`config.mk`:
```
export PLATFORM = sky130hd
export DESIGN_NAME = imm_decode_pipe
export DESIGN_NICKNAME = d
export VERILOG_FILES = /design/src/rtl/imm_decode_pipe_pkg.sv /design/src/rtl/imm_decode_pipe_decode.sv /design/src/rtl/imm_decode_pipe.sv
export SDC_FILE = /design/constraint.sdc
export NUM_CORES = 1
export LEC_CHECK = 0
export CAP_MARGIN = 40
export CORE_MARGIN = 4
export CORE_UTILIZATION = 50
export CTS_BUF_LIST = sky130_fd_sc_hd__clkbuf_2
export DETAILED_ROUTE_END_ITERATION = 12
export PLACE_DENSITY_LB_ADDON = 0.3
export SKIP_LAST_GASP = 1
export SLEW_MARGIN = 20
export SYNTH_ARGS = -nofsm -noshare
export SYNTH_HDL_FRONTEND = slang
export SYNTH_SLANG_ARGS = --single-unit
```
`constraint.sdc`:
```
create_clock -name clk -period 6.9 [get_ports clk]
set_input_delay 1.38 -clock clk [delete_from_list [all_inputs] [get_ports clk]]
set_output_delay 1.38 -clock clk [all_outputs]
set_load 0.02 [all_outputs]
```
`src/rtl/imm_decode_pipe_pkg.sv`:
```
// Shared definitions for the immediate-decode pipeline.
// Contents:
//   OPC_*        7-bit major opcodes recognised by the decoder
//   fmt_e        3-bit immediate format code reported alongside each immediate
//   shamt_width  width of the shift-amount field (5 for RV32, 6 for RV64)
package imm_decode_pipe_pkg;

    localparam logic [6:0] OPC_LOAD      = 7'b0000011;
    localparam logic [6:0] OPC_STORE     = 7'b0100011;
    localparam logic [6:0] OPC_BRANCH    = 7'b1100011;
    localparam logic [6:0] OPC_JAL       = 7'b1101111;
    localparam logic [6:0] OPC_JALR      = 7'b1100111;
    localparam logic [6:0] OPC_LUI       = 7'b0110111;
    localparam logic [6:0] OPC_AUIPC     = 7'b0010111;
    localparam logic [6:0] OPC_OP        = 7'b0110011;
    localparam logic [6:0] OPC_OP_IMM    = 7'b0010011;
    localparam logic [6:0] OPC_OP_IMM_32 = 7'b0011011;
    localparam logic [6:0] OPC_OP_32     = 7'b0111011;
    localparam logic [6:0] OPC_MISC_MEM  = 7'b0001111;
    localparam logic [6:0] OPC_SYSTEM    = 7'b1110011;

    typedef enum logic [2:0] {
        FMT_R     = 3'd0,
        FMT_I     = 3'd1,
        FMT_S     = 3'd2,
        FMT_B     = 3'd3,
        FMT_U     = 3'd4,
        FMT_J     = 3'd5,
        FMT_SHAMT = 3'd6,
        FMT_INV   = 3'd7
    } fmt_e;

    function automatic int shamt_width(input bit rv64);
        return rv64 ? 6 : 5;
    endfunction

endpackage

```
`src/rtl/imm_decode_pipe_decode.sv`:
```
// imm_decode: purely combinational immediate generator.
// Turns one 32-bit instruction word into its sign-correct immediate,
// format code and an illegal flag. Shared with the compressed-expander path.
// Ports:
//   i_inst     32    raw instruction word
//   o_imm      XLEN  decoded immediate (sign- or zero-extended as the format demands)
//   o_fmt      3     format code (fmt_e)
//   o_illegal  1     opcode not supported by this configuration
module imm_decode #(
    parameter int XLEN  = 32,
    parameter int RV64I = 0
) (
    input  logic [31:0]     i_inst,
    output logic [XLEN-1:0] o_imm,
    output logic [2:0]      o_fmt,
    output logic            o_illegal
);
    import imm_decode_pipe_pkg::*;

    localparam int          SW         = shamt_width(RV64I != 0);
    localparam logic [31:0] SHAMT_MASK = (32'd1 << SW) - 32'd1;

    logic [6:0]         w_opcode;
    logic [2:0]         w_funct3;
    logic               w_is_shift;
    fmt_e               w_fmt;
    logic signed [31:0] w_imm32;

    assign w_opcode   = i_inst[6:0];
    assign w_funct3   = i_inst[14:12];
    assign w_is_shift = (w_funct3 == 3'b001) || (w_funct3 == 3'b101);

    // Every supported opcode ends in 2'b11, so a word with inst[1:0] != 2'b11
    // never matches a case item and falls through to FMT_INV.
    always_comb begin
        w_fmt = FMT_INV;
        case (w_opcode)
            OPC_LOAD, OPC_JALR, OPC_MISC_MEM, OPC_SYSTEM: w_fmt = FMT_I;
            OPC_OP_IMM:    w_fmt = w_is_shift ? FMT_SHAMT : FMT_I;
            OPC_OP_IMM_32: if (RV64I != 0) w_fmt = w_is_shift ? FMT_SHAMT : FMT_I;
            OPC_STORE:     w_fmt = FMT_S;
            OPC_BRANCH:    w_fmt = FMT_B;
            OPC_LUI, OPC_AUIPC: w_fmt = FMT_U;
            OPC_JAL:       w_fmt = FMT_J;
            OPC_OP:        w_fmt = FMT_R;
            OPC_OP_32:     if (RV64I != 0) w_fmt = FMT_R;
            default:       w_fmt = FMT_INV;
        endcase
    end

    // Immediates are assembled at 32 bits and sign-extended once to XLEN.
    // The shift amount is zero-extended; masking drops inst[30] and any
    // bits above the configured shamt width.
    always_comb begin
        w_imm32 = '0;
        case (w_fmt)
            FMT_I:     w_imm32 = {{20{i_inst[31]}}, i_inst[31:20]};
            FMT_SHAMT: w_imm32 = (i_inst >> 20) & SHAMT_MASK;
            FMT_S:     w_imm32 = {{20{i_inst[31]}}, i_inst[31:25], i_inst[11:7]};
            FMT_B:     w_imm32 = {{19{i_inst[31]}}, i_inst[31], i_inst[7],
                                  i_inst[30:25], i_inst[11:8], 1'b0};
            FMT_U:     w_imm32 = {i_inst[31:12], 12'b0};
            FMT_J:     w_imm32 = {{11{i_inst[31]}}, i_inst[31], i_inst[19:12],
                                  i_inst[20], i_inst[30:21], 1'b0};
            default:   w_imm32 = '0;
        endcase
    end

    assign o_imm     = XLEN'(w_imm32);
    assign o_fmt     = w_fmt;
    assign o_illegal = (w_fmt == FMT_INV);

endmodule

```
`src/rtl/imm_decode_pipe.sv`:
```
// imm_decode_pipe: decode-stage immediate generator with a DEPTH-entry
// in-order output queue. The immediate, format, illegal flag and pc+imm
// are computed at enqueue and stored; the head entry is presented on out_*.
// Ports:
//   clk, rst_n              clock, asynchronous active-low reset
//   flush                   drop all queued entries and the same-cycle input
//   in_valid/in_ready       input handshake (in_ready from registered count only)
//   in_inst, in_pc          instruction word and its PC
//   out_valid/out_ready     output handshake for the head entry
//   out_imm, out_fmt        head immediate and format code
//   out_target              out_pc + out_imm modulo 2^XLEN
//   out_illegal             head instruction unsupported
module imm_decode_pipe #(
    parameter int XLEN  = 32,
    parameter int DEPTH = 2,
    parameter int RV64I = 0
) (
    input  logic            clk,
    input  logic            rst_n,
    input  logic            flush,
    input  logic            in_valid,
    output logic            in_ready,
    input  logic [31:0]     in_inst,
    input  logic [XLEN-1:0] in_pc,
    output logic            out_valid,
    input  logic            out_ready,
    output logic [XLEN-1:0] out_imm,
    output logic [2:0]      out_fmt,
    output logic [XLEN-1:0] out_target,
    output logic            out_illegal
);
    import imm_decode_pipe_pkg::*;

    localparam int            PW   = (DEPTH > 1) ? $clog2(DEPTH) : 1;
    localparam int            CW   = $clog2(DEPTH + 1);
    localparam logic [PW-1:0] LAST = PW'(DEPTH - 1);
    localparam logic [CW-1:0] FULL = CW'(DEPTH);

    logic [XLEN-1:0] r_imm     [DEPTH];
    logic [2:0]      r_fmt     [DEPTH];
    logic            r_illegal [DEPTH];
    logic [XLEN-1:0] r_target  [DEPTH];
    logic [PW-1:0]   r_wr_ptr;
    logic [PW-1:0]   r_rd_ptr;
    logic [CW-1:0]   r_count;

    logic [XLEN-1:0] w_imm;
    logic [2:0]      w_fmt;
    logic            w_illegal;
    logic [XLEN-1:0] w_target;
    logic            w_push;
    logic            w_pop;

    imm_decode #(.XLEN(XLEN), .RV64I(RV64I)) u_decode (
        .i_inst    (in_inst),
        .o_imm     (w_imm),
        .o_fmt     (w_fmt),
        .o_illegal (w_illegal)
    );

    // Carry out of the top bit is intentionally dropped.
    assign w_target = in_pc + w_imm;

    // in_ready depends only on the count register, so a full queue refuses a
    // push even if the head is popped in the same cycle.
    assign in_ready  = (r_count != FULL);
    assign out_valid = (r_count != '0);
    assign w_push    = in_valid & in_ready & ~flush;
    assign w_pop     = out_valid & out_ready;

    // Pointers and count. Flush overrides any same-cycle push or pop.
    always_ff @(posedge clk or negedge rst_n) begin
        if (!rst_n) begin
            r_wr_ptr <= '0;
            r_rd_ptr <= '0;
            r_count  <= '0;
        end else if (flush) begin
            r_wr_ptr <= '0;
            r_rd_ptr <= '0;
            r_count  <= '0;
        end else begin
            if (w_push) r_wr_ptr <= (r_wr_ptr == LAST) ? '0 : r_wr_ptr + 1'b1;
            if (w_pop)  r_rd_ptr <= (r_rd_ptr == LAST) ? '0 : r_rd_ptr + 1'b1;
            case ({w_push, w_pop})
                2'b10:   r_count <= r_count + 1'b1;
                2'b01:   r_count <= r_count - 1'b1;
                default: r_count <= r_count;
            endcase
        end
    end

    // Payload storage needs no reset: entries are only visible while counted.
    always_ff @(posedge clk) begin
        if (w_push) begin
            r_imm[r_wr_ptr]     <= w_imm;
            r_fmt[r_wr_ptr]     <= w_fmt;
            r_illegal[r_wr_ptr] <= w_illegal;
            r_target[r_wr_ptr]  <= w_target;
        end
    end

    // Data outputs are forced to zero while empty so stale entries never leak.
    assign out_imm     = out_valid ? r_imm[r_rd_ptr]     : '0;
    assign out_fmt     = out_valid ? r_fmt[r_rd_ptr]     : 3'd0;
    assign out_illegal = out_valid ? r_illegal[r_rd_ptr] : 1'b0;
    assign out_target  = out_valid ? r_target[r_rd_ptr]  : '0;

endmodule

```
==> results list <==
- The run finished with clean final reports.
* Post-DRT Antenna Nets: 0
* First-pass DRT Iterations: 5
* Period minus WS final: ~6000 ps
- Net switching power figure: 0.000525 W
- Combinational logic burns between 20% and 30% of the power.
* Final routed DRC violation total: 0
- The slowest stage of the critical path is the sky130_fd_sc_hd__nor2b_1 cell.
* Routed len/inst: approximately 19 um
- Measured along the x axis, the die boundary spans about 130 um.
- Sequential cells account for 53.8% of the total power.
- In this design, the stage delay of the slowest critical-path cell is roughly 620 ps.
- CP Max Fanout: 12
- Destination of the critical timing path: r_target[0][30]$_DFFE_PP_
- Crit path kind: input pin to register
- Among all cell types in the netlist, the one instantiated most often is sky130_fd_sc_hd__edfxtp_1.
- Top delay family on crit path: simple AND/OR/NAND/NOR gates
- Counting both buffers and inverters, the worst setup path holds a total of 1.
- Counting flops with an async set or reset pin after synthesis yields a share of under 10%.
- Largest voltage drop on the vdd net: about 100 uV
- Total global routing track utilization: approximately 22%
- Static Leakage: between 3 and 4 nW
- Count of input and output buffers: 138
- Reg2reg start: r_count[0]$_DFFE_PN0P_
- Counting every sink on the clock net gives between 100 and 150.
- Tightest slew margin relative to the limit: 49.2%
- The number of antenna violations at the first check in global routing is 0.
* Detailed Route Iter0 Violations: 530
- Maximum number of pins on one net before global-route repair: 70
- The path class of the tightest hold or removal check is register to register.
* Kind of capture point of the worst setup path: register
- Clock-pin slew was measured on the worst setup and hold paths at 180 ps.
* WP data required: approximately 7400 ps
- Critical path depth in cells: 15
- TritonCTS built the clock tree.
- After synthesis, the largest area contributor takes up a little over half of total cell area.
- Mean number of vias per cell: roughly 5.8
- Once the clock tree was built, the setup fixing pass inserted 0 buffers.
- Yosys mapped a number of flops with a built-in enable equal to approximately 140.
- The floorplan step defined a die boundary enclosing approximately 0.017 sq mm.
- Worst slack on hold paths: approximately 630 ps
- Final-report max-slew violation count: 0
* Max frequency: about 0.17 GHz
- The average instance in the mapped netlist occupies 11.9 sq um.
- In this run the cell area of the synthesized design comes to about 0.0076 sq mm.
- Register bit total from synthesis: 140
- Measured in cells, the most critical reg-to-reg path has a length of 5.
- CP cell instances: clkdlybuf4s50_1 > nand2b_1 > o32a_1 > nor3_2 > and2_1 > nor2b_1 > a21o_1 > ha_1 > a21o_1 > a21o_1 > a2111o_1 > a211oi_1 > a31o_2 > nor3_1 > or3b_1
- GRT Residual Overflow: 0
- Die Ht: around 130 um
- Setup repair after global routing left no endpoint under its margin.
* Hold_sp: r_wr_ptr$_DFFE_PN0P_
- By instance count, the cell type seen most on the critical path is sky130_fd_sc_hd__a21o_1.
* Post-Synthesis Cells: roughly 640
* Type of origin of the critical path: input pin
* Number of library cell types mapped by synthesis: 73
- The number of hold buffers added after CTS was 0.
- Dominant cells by area after synthesis: sky130_fd_sc_hd__edfxtp_1, sky130_fd_sc_hd__mux2i_1, sky130_fd_sc_hd__ha_1
- Area added between synthesis and finish: 24.0%
- Counting along the longest clock path gives a buffer depth of 2.
* Relative contribution of the clock network to total power: between 20% and 30%
* Sequential fraction of the synthesis area: between 50% and 60%
- The region available for standard cell placement spans between 0.01 and 0.015 sq mm.
- During I/O placement, the number of pins put on the boundary was approximately 140.
* Switching fraction of total power: ~28%
- Pint: around 0.0013 W
- sky130_fd_sc_hd__edfxtp_1 takes more of the synthesized area than any other cell.
* Detailed-route via count: 5738
- In the synthesized netlist the dominant register cell turns out to be sky130_fd_sc_hd__edfxtp_1.
* Clock Latency Late Sink: ~710 ps
- Crit path arrival time: between 6000 and 7000 ps
* Pin slew with the least headroom to its limit: 756 ps
* Worst reg2reg setup slack: 4790 ps
- CTS placed an instance of sky130_fd_sc_hd__clkbuf_2 at the clock tree root.
- Detailed placement ended at an HPWL of 13700 um.
- Depth of the CTS H-tree: 4
* Total of max-cap violations: 0
- In the synthesized netlist, the cells that appear most often are sky130_fd_sc_hd__edfxtp_1, sky130_fd_sc_hd__nor2_1, sky130_fd_sc_hd__mux2i_1, sky130_fd_sc_hd__ha_1, sky130_fd_sc_hd__a21o_1.
- Vias in the first global route: 5799
* Share of final-layout standard cells stronger than drive strength 1: between 6 and 7%
- Routability-driven placement finished with a final weighted congestion of 0.965.
* Synth Net Count: 745
- In this run the critical register-to-register path is captured at r_target[1][19]$_DFFE_PP_.
- Power per cell area: a little under 200 mW/mm^2
* Origin of the worst setup path: in_inst[4]
* Sum of negative setup slack: 0 ps
- Period utilization: between 80% and 90%
- Final-stage net count: ~890
* First-pass GRT wire length: ~30000 um
- CTS buffer count: 17
- Number of placement rows: between 40 and 50
* Final setup viols: 0
* Total routed wirelength: ~19000 um
- Clock Skew: about 22 ps
* Synth warnings: 0
- After clock tree synthesis, the repair step resized 0 gates.
* Count of inserted antenna diode cells: 0
- Final hold violations: 0
* Effective utilization at floorplan: about 52%
## logic make-up (layout without fill, tap and decap cells)
kind of cell / after synthesis / after routing / synth area share [%]
flip-flops: 140 / 140 / 54.7
AO/OA/AOI/OAI: 129 / 129 / 12.5
XOR/XNOR: 24 / 24 / 2.75
AND/OR/NAND/NOR: 201 / 201 / 13.0
adder cells (fa/ha/maj): 32 / 32 / 5.34
multiplexers: 70 / 70 / 9.17
buffers and inverters: 48 / 201 / 2.59
## through the flow
stage               setup slack [ps]  instances  utilization [%]  instance area (sq um)  power [W]
finish                           911        981             64.2                   9480    0.00185
detailed placement               315        949             62.7                   9260    0.00142
global placement                 582        947             62.5                   9220    0.00141
global route                     716        981             64.2                   9480    0.00194
CTS                             1080        981             64.2                   9480    0.00187
floorplan                        204        644                -                   7650    0.00125
## flip-flops by register name, indices dropped and copies added, names as in the netlist
| name | flops |
|---|---|
| r_imm | 64 |
| r_target | 64 |
| r_fmt | 6 |
| r_count | 2 |
| r_illegal | 2 |
| r_rd_ptr | 1 |
| r_wr_ptr | 1 |
## how the worst min path moves through the flow
stage,cells after the start,slack (ps),end
global placement,2,570,r_wr_ptr$_DFFE_PN0P_
global route,2,660,r_wr_ptr$_DFFE_PN0P_
finish,2,630,r_wr_ptr$_DFFE_PN0P_
floorplan,2,520,r_wr_ptr$_DFFE_PN0P_
CTS,2,640,r_wr_ptr$_DFFE_PN0P_
detailed placement,2,600,r_wr_ptr$_DFFE_PN0P_
## worst min-delay path, cell delays in order, from the launching register on
cell and delay (ps):
sky130_fd_sc_hd__dfrtp_1 430, sky130_fd_sc_hd__xor2_1 80, sky130_fd_sc_hd__nor2_1 90
## cell usage in the layout, fill, tap and decap left out, types with 7 or more instances in the layout
master | synthesis | layout
sky130_fd_sc_hd__nor3_1 | 9 | 8
sky130_fd_sc_hd__inv_1 | 22 | 22
sky130_fd_sc_hd__nand3_1 | 13 | 13
sky130_fd_sc_hd__a21o_1 | 27 | 27
sky130_fd_sc_hd__and2_1 | 9 | 9
sky130_fd_sc_hd__ha_1 | 31 | 31
sky130_fd_sc_hd__edfxtp_1 | 136 | 136
sky130_fd_sc_hd__nor2_1 | 96 | 95
sky130_fd_sc_hd__nor2b_1 | 8 | 8
sky130_fd_sc_hd__o21ai_0 | 14 | 14
sky130_fd_sc_hd__and3_1 | 7 | 7
sky130_fd_sc_hd__clkdlybuf4s50_1 | 0 | 138
sky130_fd_sc_hd__xor2_1 | 7 | 7
sky130_fd_sc_hd__a211oi_1 | 7 | 7
sky130_fd_sc_hd__mux2i_1 | 70 | 70
sky130_fd_sc_hd__clkbuf_2 | 1 | 19
sky130_fd_sc_hd__a21oi_1 | 25 | 25
sky130_fd_sc_hd__nand2_1 | 22 | 22
sky130_fd_sc_hd__xnor2_1 | 17 | 17
## layout make-up
class	instances	area [sq um]
Sequential cell	140	4190
Clock buffer	19	95.1
Inverter	23	86.3
Clock inverter	13	126
Fill cell	1144	5280
Tap cell	184	230
Multi-Input combinational cell	456	3290
Timing Repair Buffer	146	1470
## metal layers
| layer | vias to the layer above | routed length, um | track usage, % | part of all wire, % |
|---|---|---|---|---|
| met1 | 2744 | 8010 | 27.7 | 43 |
| met3 | 46 | 1220 | 5.01 | 6.5 |
| met2 | 244 | 8860 | 35.0 | 48 |
| li1 | 2704 | - | - | - |
| met4 | 0 | 534 | 9.22 | 2.9 |
| met5 | - | 0 | 0 | 0 |
## power groups by stage
stage | registers, W | clock network, W | logic (W)
after floorplan | 0.00101 | 0 | 0.000242
after global placement | 0.00102 | 0 | 0.000393
after detailed placement | 0.00102 | 0 | 0.000404
after CTS | 0.000999 | 0.000460 | 0.000407
after global routing | 0.00100 | 0.000499 | 0.000438
final | 0.000998 | 0.000449 | 0.000406
Note: power is estimated with default switching activity, not from simulation.
